===== src/rtl/seq_mag_comp.sv =====
// Sequential magnitude comparator: scans two WIDTH-bit operands from the MSB
// end, DIGIT bits per clock, stopping at the first differing digit. Honours
// an EQ/GT cascade-in so instances chain into wider words, and supports a
// two's-complement mode through a start/busy/done handshake.
module seq_mag_comp #(
    parameter int WIDTH = 32,
    parameter int DIGIT = 2
) (
    input  logic             clk,
    input  logic             rst_n,
    input  logic             start,
    input  logic [WIDTH-1:0] A,
    input  logic [WIDTH-1:0] B,
    input  logic             SGN,
    input  logic             EQ_IN,
    input  logic             GT_IN,
    output logic             busy,
    output logic             done,
    output logic             EQ,
    output logic             GT,
    output logic             LT
);

    localparam int N  = WIDTH / DIGIT;
    localparam int IW = (N > 1) ? $clog2(N) : 1;
    localparam logic [IW-1:0] LAST = IW'(N - 1);

    typedef enum logic {
        IDLE,
        RUN
    } state_t;

    state_t           state, state_d;
    logic [IW-1:0]    idx, idx_d;
    logic [WIDTH-1:0] a_q, b_q, a_d, b_d;
    logic             sgn_q, sgn_d;
    logic             eqin_q, eqin_d;
    logic             gtin_q, gtin_d;
    logic             done_d, eq_d, gt_d, lt_d;
    logic [WIDTH-1:0] a_cmp, b_cmp;
    logic [DIGIT-1:0] da, db;

    // Signed mode flips the sign bits so an unsigned digit scan orders
    // two's-complement values correctly.
    always_comb begin
        a_cmp            = a_q;
        b_cmp            = b_q;
        a_cmp[WIDTH-1]   = a_q[WIDTH-1] ^ sgn_q;
        b_cmp[WIDTH-1]   = b_q[WIDTH-1] ^ sgn_q;
        da               = a_cmp[idx*DIGIT +: DIGIT];
        db               = b_cmp[idx*DIGIT +: DIGIT];
    end

    // Next-state, datapath and result logic.
    always_comb begin
        state_d = state;
        idx_d   = idx;
        a_d     = a_q;
        b_d     = b_q;
        sgn_d   = sgn_q;
        eqin_d  = eqin_q;
        gtin_d  = gtin_q;
        done_d  = 1'b0;
        eq_d    = EQ;
        gt_d    = GT;
        lt_d    = LT;
        unique case (state)
            IDLE: begin
                if (start) begin
                    a_d     = A;
                    b_d     = B;
                    sgn_d   = SGN;
                    eqin_d  = EQ_IN;
                    gtin_d  = GT_IN;
                    idx_d   = LAST;
                    state_d = RUN;
                end
            end
            RUN: begin
                if (!eqin_q) begin
                    // More-significant part already differs: cascade decides.
                    eq_d    = 1'b0;
                    gt_d    = gtin_q;
                    lt_d    = ~gtin_q;
                    done_d  = 1'b1;
                    state_d = IDLE;
                end else if (da != db) begin
                    eq_d    = 1'b0;
                    gt_d    = (da > db);
                    lt_d    = (da < db);
                    done_d  = 1'b1;
                    state_d = IDLE;
                end else if (idx == '0) begin
                    eq_d    = 1'b1;
                    gt_d    = 1'b0;
                    lt_d    = 1'b0;
                    done_d  = 1'b1;
                    state_d = IDLE;
                end else begin
                    idx_d = idx - 1'b1;
                end
            end
            default: state_d = IDLE;
        endcase
    end

    // State, operand and result registers with asynchronous clear.
    always_ff @(posedge clk or negedge rst_n) begin
        if (!rst_n) begin
            state  <= IDLE;
            idx    <= '0;
            a_q    <= '0;
            b_q    <= '0;
            sgn_q  <= 1'b0;
            eqin_q <= 1'b0;
            gtin_q <= 1'b0;
            done   <= 1'b0;
            EQ     <= 1'b0;
            GT     <= 1'b0;
            LT     <= 1'b0;
        end else begin
            state  <= state_d;
            idx    <= idx_d;
            a_q    <= a_d;
            b_q    <= b_d;
            sgn_q  <= sgn_d;
            eqin_q <= eqin_d;
            gtin_q <= gtin_d;
            done   <= done_d;
            EQ     <= eq_d;
            GT     <= gt_d;
            LT     <= lt_d;
        end
    end

    assign busy = (state == RUN);

endmodule


===== config.mk =====
export PLATFORM = sky130hd
export DESIGN_NAME = seq_mag_comp
export DESIGN_NICKNAME = d
export VERILOG_FILES = /design/src/rtl/seq_mag_comp.sv
export SDC_FILE = /design/constraint.sdc
export NUM_CORES = 1
export LEC_CHECK = 0
export ABC_AREA = 1
export CORE_ASPECT_RATIO = 1.75
export CORE_MARGIN = 2
export CORE_UTILIZATION = 52
export DETAILED_ROUTE_END_ITERATION = 8
export PLACE_DENSITY = 0.8
export SYNTH_ARGS = -nofsm -noshare
export SYNTH_HDL_FRONTEND = slang
export SYNTH_SLANG_ARGS = --single-unit

===== constraint.sdc =====
create_clock -name clk -period 2.3 [get_ports clk]
set_input_delay 0.46 -clock clk [delete_from_list [all_inputs] [get_ports clk]]
set_output_delay 0.46 -clock clk [all_outputs]
set_load 0.05 [all_outputs]

==> impl_metrics.yaml <==
routing:
  num_vias: 3189
  wl_per_cell_um: 16.3
  remaining_drc_errors: 0
  wirelength_um: 9610
  ant_nets: 0
  routed_via_density: 5.40
  drt_iter0_drc: 278
  drt_pass1_iterations: 5
yosys:
  synthMuxAreaShare_pct: 11.7
  netlist_top_cells_area: "dfrtp_1, mux2_4, nand2_1"
  async_reset_ff_share_pct: 100
  synth_top_family_by_area: "simple AND/OR/NAND/NOR gates"
  yosysMostFrequentCell: "nand2_1"
  synth_top_area_share_pct: 49.2
  syn_inst: 422
  synth-seq-cells: 76
  synth_compound_area_share_pct: 7.61
  synth_ff_type: "dfrtp_1"
  synthAdderAreaFrac_pct: 0.971
  synthTopCellsByCount: "nand2_1, dfrtp_1, nor2_1"
  synth_warnings: 0
  syn_area_um2: 3870
  yosysTopAreaCell: "dfrtp_1"
  syn_area_per_cell_um2: 9.16
  synthSimpleGateAreaFrac_pct: 21.3
  synth_xor_area_share_pct: 0.227
  yosysSeqAreaShare_pct: 49.2
  synth_edf_count: 0
  syn_nets: 495
  synth_cell_type_count: 26
setup_path:
  worstSetupPathType: "reg2reg"
  worst_setup_path_start_kind: "flop"
  rr_endpoint: "idx[3]"
  end_kind: "flop"
  rr_startpoint: "idx[0]"
  critical_path_arrival_ns: 2.57
  crit_fanout: 10
  cp.required_ns: 2.51
  reg2reg_setup_slack_ns: -0.07
  r2r_cells: 14
sta:
  tns_ns: -0.214
  relSlewSlack_pct: 65.6
  hold_violations: 0
  setup_violations: 4
  tightest_slew_ns: 0.514
  finalMaxSlewViolations: 0
  clock_skew_ns: 0.00452
  rsz0062_at_grt: "true"
  period_needed_ns: 2.37
  setup_ws_ns: -0.0662
  post-route-period-util_pct: 103
  max_freq_mhz: 423
outcome:
  violations: "negative setup slack"
  status: "finished with violations"
final_layout:
  diodes: 0
  drive_above_1_share_pct: 19.2
  nNetsFinal: 573
  area_growth_pct: 34.9
clocking:
  cts_max_level: 3
  clk_pin_slew_worst_paths_ns: 0.06
  holdBufCountCts: 0
  clock_sinks: 76
  cts_buffers: 9
  insertion_delay_ns: 0.34
  cts_tree: "built"
  root_buffer: "clkbuf_16"
  clockBufferDepth: 2
pwr:
  pwr_density_cell_nw_per_um2: 1540
  ir_drop_v: 0.000870
  power_leakage_nw: 2.51
die:
  initial_utilization_pct: 53.5
  rows: 41
  core-area_um2: 7230
  dieArea_um2: 8170
  io_pins: 75
  chipHeight_um: 118
  die_x_um: 69.2
placed_design:
  gp_congestion: 0.845
  port_buffers: 74
  dp_slack_ns: 0.0357
  hpwl_um: 6110
global_routing:
  overflow: 0
  antenna_found_initial: 0
  grt_use_total_pct: 22.8
  grt_max_degree: 45
  grt_pass1_wl_um: 14800
  grt_pass1_vias: 3249
min_path:
  hold_class: "in2async"
job:
  cap_violations: 0
-- registers in the layout, indices dropped and copies added (netlist names) --
signal / flops
GT: 1
idx: 4
busy: 1
eqin_q: 1
b_q: 32
sgn_q: 1
done: 1
EQ: 1
gtin_q: 1
LT: 1
a_q: 32
-- report_power, final --
| group | total [mW] | internal [mW] | switching, mW |
|---|---|---|---|
| Combinational | 4.06 | 1.82 | 2.24 |
| Sequential | 2.30 | 1.95 | 0.353 |
| Clock | 1.65 | 1.12 | 0.531 |
-- what timing repair did --
item / 4_1_cts / 5_1_grt
setup endpoints to repair: 0 / 7
resized for setup: 0 / 30
buffers inserted: 0 / 2
-- critical path: stages (launching register included) --
cell and delay (ns):
dfrtp_2 0.52, buf_6 0.17, buf_6 0.14, nand2_1 0.06
nand3_1 0.07, nand2_1 0.12, nand2_1 0.09, nand3_1 0.13
nand2_2 0.09, ha_4 0.29, nand2_4 0.05, nor2_4 0.17
nand3_4 0.11, o21ai_1 0.13, nand3_1 0.09
-- metal layers --
layer | share of wire [%] | global-route usage (%) | vias to the layer above
met2 | 55 | 41.3 | 124
met1 | 35 | 25.0 | 1513
li1 | - | - | 1511
met4 | 4.4 | 11.3 | 0
met3 | 5.0 | 4.11 | 41
met5 | 0 | 0 | -
-- stage by stage --
step	instances	total power, mW	hold WS, ns	utilization [%]	area, µm²
detailed placement	568	5.55	0.437	64.2	4650
CTS	584	7.24	0.0837	69.1	5000
finish	591	8.01	0.0701	72.1	5220
floorplan	422	4.70	0.164	-	3870
global placement	568	5.41	0.427	64.2	4650
global route	591	8.45	0.0951	72.1	5220
-- layout make-up --
| cell class | instances | area (µm²) |
|---|---|---|
| inverters | 44 | 170 |
| multi-input cells | 279 | 1710 |
| repair buffers | 90 | 976 |
| clock inverters | 4 | 95.1 |
| clock buffers | 12 | 256 |
| flip-flops and latches | 76 | 1900 |
| well taps | 86 | 108 |
| fillers | 498 | 2020 |
-- layout by cell type (no fill, tap or decap), drive strengths merged --
master | synthesis | final
a21oi | 40 | 40
buf | 23 | 14
bufinv | 0 | 3
clkbuf | 0 | 15
clkdlybuf4s50 | 0 | 73
clkinv | 0 | 1
dfrtp | 76 | 76
ha | 3 | 3
inv | 44 | 44
mux2 | 30 | 30
nand2 | 83 | 83
nand3 | 45 | 45
nor2 | 58 | 58
o211ai | 1 | 1
o21a | 1 | 1
o21ai | 12 | 12
or2 | 5 | 5
xor2 | 1 | 1
-- logic make-up after synthesis --
| kind of cell | count (synthesis) |
|---|---|
| simple gates | 191 |
| xor+xnor | 1 |
| flops | 76 |
| fa+ha+maj | 3 |
| buf+inv | 67 |
| mux | 30 |
| compound gates | 54 |
-- worst max-delay path by stage --
stage                        end    from  slack (ns)  depth (start not counted)
after global routing      idx[2]  idx[0]       -0.11                         15
final                     idx[3]  idx[0]       -0.07                         14
after detailed placement  idx[3]  idx[0]        0.04                         12
after CTS                 idx[3]  idx[0]       0.007                         12
after global placement    idx[3]  idx[0]        0.14                         12
after floorplan           idx[3]  idx[0]        0.27                         12
(Power assumes the default switching activity.)
